--- config.mk ---
export PLATFORM = sky130hd
export DESIGN_NAME = spi_master_param
export DESIGN_NICKNAME = d
export VERILOG_FILES = /design/src/rtl/spi_pkg.sv /design/src/rtl/spi_clk_gen.sv /design/src/rtl/spi_master_param.sv
export SDC_FILE = /design/constraint.sdc
export NUM_CORES = 1
export LEC_CHECK = 0
export ABC_AREA = 1
export CORE_ASPECT_RATIO = 1.1
export CORE_MARGIN = 3
export CORE_UTILIZATION = 37
export DETAILED_ROUTE_END_ITERATION = 7
export DONT_BUFFER_PORTS = 1
export HOLD_SLACK_MARGIN = 0.15
export PLACE_DENSITY = 0.57
export SLEW_MARGIN = 30
export SYNTH_ARGS = -nofsm -noshare
export SYNTH_HDL_FRONTEND = slang
export SYNTH_SLANG_ARGS = --single-unit
--- constraint.sdc ---
create_clock -name clk_i -period 3.5 [get_ports clk_i]
set_input_delay 0.525 -clock clk_i [delete_from_list [all_inputs] [get_ports clk_i]]
set_output_delay 0.525 -clock clk_i [all_outputs]
set_load 0.01 [all_outputs]
--- src/rtl/spi_pkg.sv ---
// spi_pkg: shared FSM state and SPI mode encodings for the SPI master.
package spi_pkg;
   typedef enum logic [1:0] {IDLE, SETUP, XFER, HOLD} state_e;
   typedef enum logic [1:0] {MODE0 = 2'b00, MODE1 = 2'b01, MODE2 = 2'b10, MODE3 = 2'b11} spi_mode_e;
endpackage

--- src/rtl/spi_clk_gen.sv ---
// spi_clk_gen: emits a one-cycle tick every div_i+1 cycles while enabled; count is held at zero when disabled.
module spi_clk_gen
   import spi_pkg::*;
#(
   parameter int DIV_W = 8
) (
   input  logic             clk_i,
   input  logic             rst_i,
   input  logic             en_i,
   input  logic [DIV_W-1:0] div_i,
   output logic             tick_o
);
   logic [DIV_W-1:0] cnt_q, cnt_d;
   assign tick_o = en_i && cnt_q == div_i;
   always_comb cnt_d = (!en_i || tick_o) ? '0 : cnt_q + 1'b1;
   always_ff @(posedge clk_i or posedge rst_i)
      if (rst_i) cnt_q <= '0;
      else cnt_q <= cnt_d;
endmodule

--- src/rtl/spi_master_param.sv ---
// spi_master_param: parameterised SPI master, all four modes, MSB first, per-transfer latched configuration.
module spi_master_param
   import spi_pkg::*;
#(
   parameter  int DATA_W = 8,
   parameter  int NUM_CS = 4,
   parameter  int DIV_W  = 8,
   localparam int CS_W   = NUM_CS > 1 ? $clog2(NUM_CS) : 1
) (
   input  logic              clk_i,
   input  logic              reset_i,
   input  logic              start_i,
   input  logic [DATA_W-1:0] tx_data_i,
   input  logic [CS_W-1:0]   cs_sel_i,
   input  logic              cpol_i,
   input  logic              cpha_i,
   input  logic [DIV_W-1:0]  clk_div_i,
   output logic              busy_o,
   output logic              done_o,
   output logic [DATA_W-1:0] rx_data_o,
   output logic              sclk_o,
   output logic              mosi_o,
   input  logic              miso_i,
   output logic [NUM_CS-1:0] nss_o
);
   localparam int EC_W = $clog2(2 * DATA_W + 1);
   state_e            state_q, state_d;
   spi_mode_e         mode_q, mode_d;
   logic [CS_W-1:0]   cs_q, cs_d;
   logic [DIV_W-1:0]  div_q, div_d;
   logic [DATA_W-1:0] sh_q, sh_d, rsh_q, rsh_d, rx_q, rx_d;
   logic [EC_W-1:0]   ecnt_q, ecnt_d;
   logic              sclk_q, sclk_d, mosi_q, mosi_d, done_q, done_d, arm_q;
   logic              tick, edge_ev, samp;
   spi_clk_gen #(.DIV_W(DIV_W)) u_clk_gen (
      .clk_i  (clk_i),
      .rst_i  (reset_i),
      .en_i   (busy_o),
      .div_i  (div_q),
      .tick_o (tick)
   );
   assign busy_o    = state_q != IDLE;
   assign done_o    = done_q;
   assign rx_data_o = rx_q;
   assign sclk_o    = sclk_q;
   assign mosi_o    = mosi_q;
   for (genvar i = 0; i < NUM_CS; i++) begin : g_nss
      assign nss_o[i] = !(busy_o && cs_q == CS_W'(i));
   end
   // The SETUP-ending tick is edge 0 (leading); the XFER tick after edge 2*DATA_W-1 only moves to HOLD.
   assign edge_ev = tick && (state_q == SETUP || (state_q == XFER && ecnt_q != EC_W'(2 * DATA_W)));
   assign samp    = ~ecnt_q[0] ^ mode_q[0];
   always_comb begin
      state_d = state_q;
      mode_d  = mode_q;
      cs_d    = cs_q;
      div_d   = div_q;
      sh_d    = sh_q;
      rsh_d   = rsh_q;
      rx_d    = rx_q;
      ecnt_d  = ecnt_q;
      sclk_d  = sclk_q;
      mosi_d  = mosi_q;
      done_d  = 1'b0;
      case (state_q)
         IDLE: if (start_i && arm_q) begin
            state_d = SETUP;
            mode_d  = spi_mode_e'({cpol_i, cpha_i});
            cs_d    = cs_sel_i;
            div_d   = clk_div_i;
            sclk_d  = cpol_i;
            mosi_d  = cpha_i ? 1'b0 : tx_data_i[DATA_W-1];
            sh_d    = cpha_i ? tx_data_i : tx_data_i << 1;
            ecnt_d  = '0;
         end
         SETUP: state_d = tick ? XFER : SETUP;
         XFER:  state_d = tick && ecnt_q == EC_W'(2 * DATA_W) ? HOLD : XFER;
         HOLD: if (tick) begin
            state_d = IDLE;
            done_d  = 1'b1;
            rx_d    = rsh_q;
            sclk_d  = mode_q[1];
         end
      endcase
      if (edge_ev) begin
         ecnt_d = ecnt_q + 1'b1;
         sclk_d = ~sclk_q;
         rsh_d  = samp ? {rsh_q[DATA_W-2:0], miso_i} : rsh_q;
         mosi_d = samp ? mosi_q : sh_q[DATA_W-1];
         sh_d   = samp ? sh_q : sh_q << 1;
      end
   end
   always_ff @(posedge clk_i or posedge reset_i)
      if (reset_i) begin
         state_q <= IDLE;
         mode_q  <= MODE0;
         cs_q    <= '0;
         div_q   <= '0;
         sh_q    <= '0;
         rsh_q   <= '0;
         rx_q    <= '0;
         ecnt_q  <= '0;
         sclk_q  <= 1'b0;
         mosi_q  <= 1'b0;
         done_q  <= 1'b0;
         arm_q   <= 1'b0;
      end else begin
         state_q <= state_d;
         mode_q  <= mode_d;
         cs_q    <= cs_d;
         div_q   <= div_d;
         sh_q    <= sh_d;
         rsh_q   <= rsh_d;
         rx_q    <= rx_d;
         ecnt_q  <= ecnt_d;
         sclk_q  <= sclk_d;
         mosi_q  <= mosi_d;
         done_q  <= done_d;
         arm_q   <= 1'b1;
      end
endmodule
==> results.md, run 1 <==
* Status: finished, final reports clean
* Worst Tran Pin Value at 600 ps
* Worst-path clk slew at 110 ps
* Grt total ovfl at 0
* RSZ-0062 raised after global routing: no
* Peak supply drop at 0.267 mV
* Final Hold Viols at 0
* Fmax achieved at 477 MHz
* CP Launch Type: flip-flop
* Pleak at 1.47 nW
* Yosys cell types at 36
* Setup CP Type: reg2reg
* Clock buffer depth at 2
* Top Family by Delay on Critical Path: simple AND/OR/NAND/NOR gates
* Gate power share at 0.345
* Avg Cell Area, Syn at 7.92 um^2
* Critical Path RT at 3710 ps
* Htree depth at 2
* Slew Limit Fails at 0
* Die height at 97.0 um
* Clock skew at 12.9 ps
* DP Wirelength at 3950 um
* Ant. Diodes at 0
* Die ar. at 0.00861 mm^2
* CP cell instances: inv_1 > ha_1 > nand4_1 > nand2_1 > nand2_1 > nand3_4 > nand2_2 > nand2_2 > nand2_1 > nand2_1
* Seq/Total Area, Yosys at 0.494
* Fin crit period at 2100 ps
* Max_cap viols at 0
* Maximum net fanout on the critical path at 18
* Antenna violations before repair at 0
* Starting density of the core at 0.389
* CTS tree: built
* Gate count of the mapped netlist at 352
* HP Class: in2reg
* DRC at 0
* RePlAce Congestion at 0.791
* Vias in the first global route at 2029
* Input/output buffers at 0
* Sum of negative setup slack at 0 ps
* Clock share of power at 0.181
* WHS at 310 ps
* Share of layout cells above drive strength 1 at 0.105
* Skew-Pair Late Insertion Delay at 320 ps
* P_int at 0.00121 W
* R2r setup slk at 1400 ps
* Area occupied by multi-input gates at 0.00117 mm^2
* Worst path max stage delay at 460 ps
* FILL cells at 763
* Yosys reg bits at 55
* Fin crit share at 0.600
* Area Overhead vs Synth at 6.20%
* I/O pin count at 40
* Core area at 0.00717 mm^2
* Psw at 0.000868 W
* PwrDens at 701 mW/mm^2
* Net count after synthesis at 379
* Die width at 88.7 um
* Worst setup EP type: flip-flop
* Synthesized cell area at 0.00279 mm^2
* Synth Warn # at 0
* First-pass GRT wire length at 9510 um
* Clk root buf: clkbuf_8
* Antenna-violating nets left at 0
* Slew Limit Headroom at 0.597
* Vias per cell at 4.74
* Clock tree sinks at 55
* Buf/Inv on CP at 1
* Register area at 0.00138 mm^2
* 1st-iter DRT viols at 116
* Slowest-stage cell, CP: dfrtp_1
* Total GRT Usage at 0.138
* Largest net degree at the start of global routing at 45
* Final-stage net count at 380
* Final setup viols at 0
* First-pass iteration count of the detailed router at 4
* Most frequent CP cell: nand2_1
* WL/cell at 12.2 um
* Switching share of power at 0.418
* Worst endpoint data arrival time at 2310 ps
* Cts bufs inserted at 5
* Post-Route WL at 5370 um
* DR vias at 2081
* Sequential share of power at 0.474
* Core Rows at 32
-- cell families (layout without fill, tap and decap cells) --
kind of cell,count (synthesis),after routing,share of synthesized area
xor gates and xnor gates,8,8,0.0278
other,1,1,0.00135
buffers and inverters,58,60,0.0871
and+or+nand+nor,180,180,0.282
AOI/OAI and AO/OA,47,47,0.0943
adders and majority gates,3,3,0.0135
DFF,55,55,0.494
-- synth_stat cells --
library cell,n,share of area
nor3_1,3,0.0054
nor2_1,17,0.023
xor2_1,4,0.013
xnor2_1,3,0.0094
xor2_2,1,0.0058
buf_6,1,0.0040
o21ai_0,15,0.027
nor3b_1,2,0.0054
a31oi_1,1,0.0022
dfrtp_1,55,0.49
conb_1,1,0.0013
ha_1,3,0.013
o22ai_1,2,0.0045
buf_4,1,0.0027
inv_2,11,0.015
nand2_4,1,0.0040
a21oi_4,1,0.0058
buf_8,1,0.0054
o21ai_2,2,0.0063
clkbuf_1,4,0.0054
a21oi_1,7,0.013
inv_1,36,0.048
nand3_4,1,0.0063
nor2_4,2,0.0081
nor2_8,1,0.0072
nor2_2,2,0.0045
clkinv_1,2,0.0027
buf_2,2,0.0036
nand2_1,125,0.17
nand4_1,2,0.0045
a21boi_0,1,0.0027
nand3_1,19,0.034
o21ai_1,17,0.031
nand2_2,4,0.0090
a22oi_1,1,0.0027
nor4_1,1,0.0022
-- repair_timing --
item,4_1_cts,5_1_grt
resized for setup,0,0
hold endpoints to repair,19,0
hold buffers,1,0
setup buffers,0,0
-- path summary, 6_finish.rpt --
kind | start | endpoint | cells past startpoint
max | ecnt_q[0]$_DFFE_PP0P_ | sh_q[2]$_DFFE_PP0P_ | 10
min | cpol_i | mode_q[1]$_DFFE_PP0P_ | 2
max reg2reg | ecnt_q[0]$_DFFE_PP0P_ | sh_q[2]$_DFFE_PP0P_ | 10
min reg2reg | sh_q[0]$_DFFE_PP0P_ | sh_q[0]$_DFFE_PP0P_ | 2
max in group asynchronous | reset_i | div_q[7]$_DFFE_PP0P_ | 3
min in group asynchronous | reset_i | rx_data_o[3]$_DFFE_PP0P_ | 2
-- worst register-to-register path, stage by stage, from the launching register on --
cell	delay, ps
dfrtp_1	460
inv_1	80
ha_1	190
nand4_1	110
nand2_1	60
nand2_1	300
nand3_4	290
nand2_2	210
nand2_2	150
nand2_1	100
nand2_1	50
-- stage by stage --
step	worst slack [ps]	utilization	cells	total power [W]	instance area, um^2
2_1_floorplan	1630	-	352	0.00157	2790
3_3_place_gp	1500	0.398	430	0.00170	2850
3_5_place_dp	1410	0.398	430	0.00172	2850
4_1_cts	1400	0.413	439	0.00211	2960
5_1_grt	1190	0.413	439	0.00229	2960
6_report	1400	0.413	439	0.00208	2960
-- per-layer routing --
layer | up-vias | GRT usage | part of all wire
met3 | 7 | 0.0426 | 0.044
met2 | 34 | 0.207 | 0.46
met5 | - | 0 | 0
li1 | 1090 | - | -
met4 | 0 | 0.0419 | 0.014
met1 | 950 | 0.189 | 0.48
-- power groups by stage --
stage / clock network, W / logic [W] / registers, W
floorplan: 0 / 0.000615 / 0.000952
global placement: 0 / 0.000715 / 0.000989
detailed placement: 0 / 0.000730 / 0.000989
CTS: 0.000392 / 0.000731 / 0.000982
global route: 0.000426 / 0.000848 / 0.00102
finish: 0.000377 / 0.000716 / 0.000983
-- flip-flops by register name, summed over array words and instances, names as in the netlist, named ones only --
| signal | cells |
|---|---|
| mosi_o | 1 |
| done_o | 1 |
| cs_q | 2 |
| div_q | 8 |
| sclk_o | 1 |
| rx_data_o | 8 |
| rsh_q | 8 |
| ecnt_q | 5 |
| mode_q | 2 |
| sh_q | 8 |
| state_q | 1 |
| u_clk_gen.cnt_q | 8 |
| arm_q | 1 |
-- cell usage in the layout, fill, tap and decap left out, drive strengths merged --
cell         count
nor3b            2
nor3             3
nand4            2
buf              2
dlygate4sd3      1
a31oi            1
nor2            22
xnor2            3
clkinv           4
dfrtp           55
clkbuf           5
conb             1
nand3           20
a21oi            8
a21boi           1
ha               3
nand2          130
xor2             5
nor4             1
a22oi            1
o22ai            2
inv             48
o21ai           34
-- layout make-up --
type	count	share of cell area
Clock buffer	5	0.0233
Clock inverter	3	0.00973
Inverter	49	0.0630
Multi-Input combinational cell	239	0.395
Sequential cell	55	0.465
Tap cell	85	0.0359
Timing Repair Buffer	3	0.00846
Note: power is estimated with default switching activity, not from simulation.
==> run 2, diff against run 1 <==
==> constraint.sdc (replaced) <==
create_clock -name clk_i -period 2.1 [get_ports clk_i]
set_input_delay 0.315 -clock clk_i [delete_from_list [all_inputs] [get_ports clk_i]]
set_output_delay 0.315 -clock clk_i [all_outputs]
set_load 0.01 [all_outputs]
==> run 2 against run 1 <==
  * First-iteration DRC count decreased by 19%
  * Hold slack got worse by 150 ps
  * Cell count increased by 3.4%
  * Via count increased by 3.9%
  * Count of clock-buffer cells in the layout unchanged
  * Combinational power increased by 77%
  * Sequential power increased by 66%
  * Global-route usage increased by 0.55 points
  * Maximum frequency increased by 12%
  * Clock skew decreased by 3.9 ps
  * Critical endpoint is now sh_q[5]$_DFFE_PP0P_
  * Largest cell class unchanged
==> results.md, run 2 (synthesized netlist as in run 1, its figures left out) <==
* Status: finished, final reports clean
* Critical Path RT at 2310 ps (-1400 ps)
* Slew Limit Fails at 0 (unchanged)
* DR vias at 2163 (+3.9%)
* Grt total ovfl at 0 (unchanged)
* Slew Limit Headroom at 0.633 (+0.0355)
* Max_cap viols at 0 (unchanged)
* Clock skew at 8.98 ps (-3.93 ps)
* CP cell instances: inv_1 > ha_1 > nand4_1 > nand2_1 > nand2_1 > nand3_4 > nand2_2 > nand2_2 > nand2_1 > nand2_1
* Die ar. at 0.00861 mm^2 (unchanged)
* WHS at 164 ps (-146 ps)
* Sum of negative setup slack at 0 ps (unchanged)
* P_int at 0.00206 W (+70%)
* Htree depth at 2 (unchanged)
* Clock tree sinks at 55 (unchanged)
* Fmax achieved at 533 MHz (+12%)
* Worst endpoint data arrival time at 2090 ps (-220 ps)
* Worst setup EP type: flip-flop
* CP Launch Type: flip-flop
* CTS tree: built
* Final Hold Viols at 0 (unchanged)
* Postcts setup bufs at 0 (unchanged)
* Placed cell areas at 0.00287 mm^2 (+0.70%)
* RSZ-0062 raised after global routing: no
* Worst Tran Pin Value at 550 ps (-50.0 ps)
* WL/cell at 12.3 um (+0.80%)
* I/O pin count at 40 (unchanged)
* Die height at 97.0 um (unchanged)
* Total GRT Usage at 0.143 (+0.00551)
* Share of layout cells above drive strength 1 at 0.108 (+0.00388)
* Gate power share at 0.363 (+0.018)
* Fin crit period at 1880 ps (-222 ps)
* Fin crit share at 0.894 (+0.294)
* 1st-iter DRT viols at 94 (-19%)
* Maximum net fanout on the critical path at 18 (unchanged)
* First-pass iteration count of the detailed router at 4 (unchanged)
* Hold endpoint: div_q[2]$_DFFE_PP0P_
* Most frequent CP cell: nand2_1
* Pleak at 1.53 nW (+4.3%)
* Antenna violations before repair at 0 (unchanged)
* Psw at 0.00146 W (+68%)
* Skew-Pair Late Insertion Delay at 310 ps (about the same)
* Core Rows at 32 (unchanged)
* Min-delay src: clk_div_i[2]
* Cts bufs inserted at 5 (unchanged)
* Worst r2r src: ecnt_q[0]$_DFFE_PP0P_
* Final-stage net count at 395 (+3.9%)
* Die width at 88.7 um (unchanged)
* Peak supply drop at 0.370 mV (+39%)
* Antenna-violating nets left at 0 (unchanged)
* Switching share of power at 0.415 (-0.00331)
* Vias in the first global route at 2152 (+6.1%)
* Fin area at 0.00309 mm^2 (+4.5%)
* Clk root buf: clkbuf_8
* Reg2reg end: sh_q[5]$_DFFE_PP0P_
* First-pass GRT wire length at 9870 um (+3.8%)
* DRC at 0 (unchanged)
* Most common cell after layout, fill and taps aside: nand2_1
* Starting density of the core at 0.389 (unchanged)
* Clock share of power at 0.174 (-0.007)
* Final setup viols at 0 (unchanged)
* RePlAce Congestion at 0.828 (+4.7%)
* DP Wirelength at 4000 um (+1.1%)
* Core area at 0.00717 mm^2 (unchanged)
* Top Family by Delay on Critical Path: simple AND/OR/NAND/NOR gates
* Post-Route WL at 5600 um (+4.2%)
* Hold path depth at 2 (unchanged)
* Input/output buffers at 0 (unchanged)
* PwrDens at 1140 mW/mm^2 (+62%)
* Most frequent cells in the layout: 125 x nand2_1, 55 x dfrtp_1, 35 x inv_1
* Slowest-stage cell, CP: dfrtp_1
* Setup CP Type: reg2reg
* Buf/Inv on CP at 1 (unchanged)
* HP Class: in2reg
* Vias per cell at 4.76 (+0.51%)
* Largest net degree at the start of global routing at 27 (-40%)
* Clock buffer depth at 2 (unchanged)
* R2r setup slk at 220 ps (-1180 ps)
* R2r worst-path depth at 10 (unchanged)
* Worst path max stage delay at 470 ps (about the same)
* Worst-path clk slew at 100 ps (about the same)
* Sequential share of power at 0.463 (-0.011)
* Area Overhead vs Synth at 11.0%
* Ant. Diodes at 0 (unchanged)
run 2: layout make-up:
| type | instances | area (um^2) |
|---|---|---|
| Fill cell | 720 | 4070 |
| Sequential cell | 55 | 1380 |
| Multi-Input combinational cell | 239 | 1170 |
| Inverter | 49 | 184 |
| Timing Repair Buffer | 18 | 168 |
| Tap cell | 85 | 106 |
| Clock buffer | 5 | 68.8 |
| Clock inverter | 3 | 22.5 |
run 2: stage by stage:
stage / cells / utilization / total power, W / setup slack [ps]
after floorplan: 352 / - / 0.00261 / 442
after global placement: 433 / 0.401 / 0.00289 / 319
after detailed placement: 433 / 0.401 / 0.00291 / 244
after CTS: 454 / 0.432 / 0.00356 / 235
after global routing: 454 / 0.432 / 0.00386 / 28.6
final: 454 / 0.432 / 0.00351 / 223
run 2: what timing repair did:
action / 4_1_cts / 5_1_grt
hold buffers: 13 / 0
resized for setup: 0 / 0
hold endpoints to repair: 36 / 0
run 2: layer usage:
metal,vias to the layer above,routed length [um],track usage
li1,1127,-,-
met1,993,2710,0.196
met2,37,2540,0.221
met3,6,250,0.0358
met4,0,95,0.0477
met5,-,0,0
run 2: power groups by stage:
stage | sequential (W) | clock [W] | combinational [W]
global placement | 0.00164 | 0 | 0.00124
global route | 0.00168 | 0.000681 | 0.00150
floorplan | 0.00159 | 0 | 0.00103
CTS | 0.00162 | 0.000634 | 0.00130
detailed placement | 0.00164 | 0 | 0.00127
finish | 0.00163 | 0.000612 | 0.00127
run 2: worst max-delay path by stage:
stage / start / endpoint / slack (ps) / depth (start not counted)
floorplan: reset_i / asynchronous set/reset pin / 440 / 1
global placement: ecnt_q[0]$_DFFE_PP0P_ / sh_q[7]$_DFFE_PP0P_ / 320 / 10
detailed placement: ecnt_q[0]$_DFFE_PP0P_ / sh_q[1]$_DFFE_PP0P_ / 240 / 10
CTS: ecnt_q[0]$_DFFE_PP0P_ / sh_q[1]$_DFFE_PP0P_ / 240 / 10
global route: ecnt_q[0]$_DFFE_PP0P_ / sh_q[6]$_DFFE_PP0P_ / 30 / 10
finish: ecnt_q[0]$_DFFE_PP0P_ / sh_q[5]$_DFFE_PP0P_ / 220 / 10
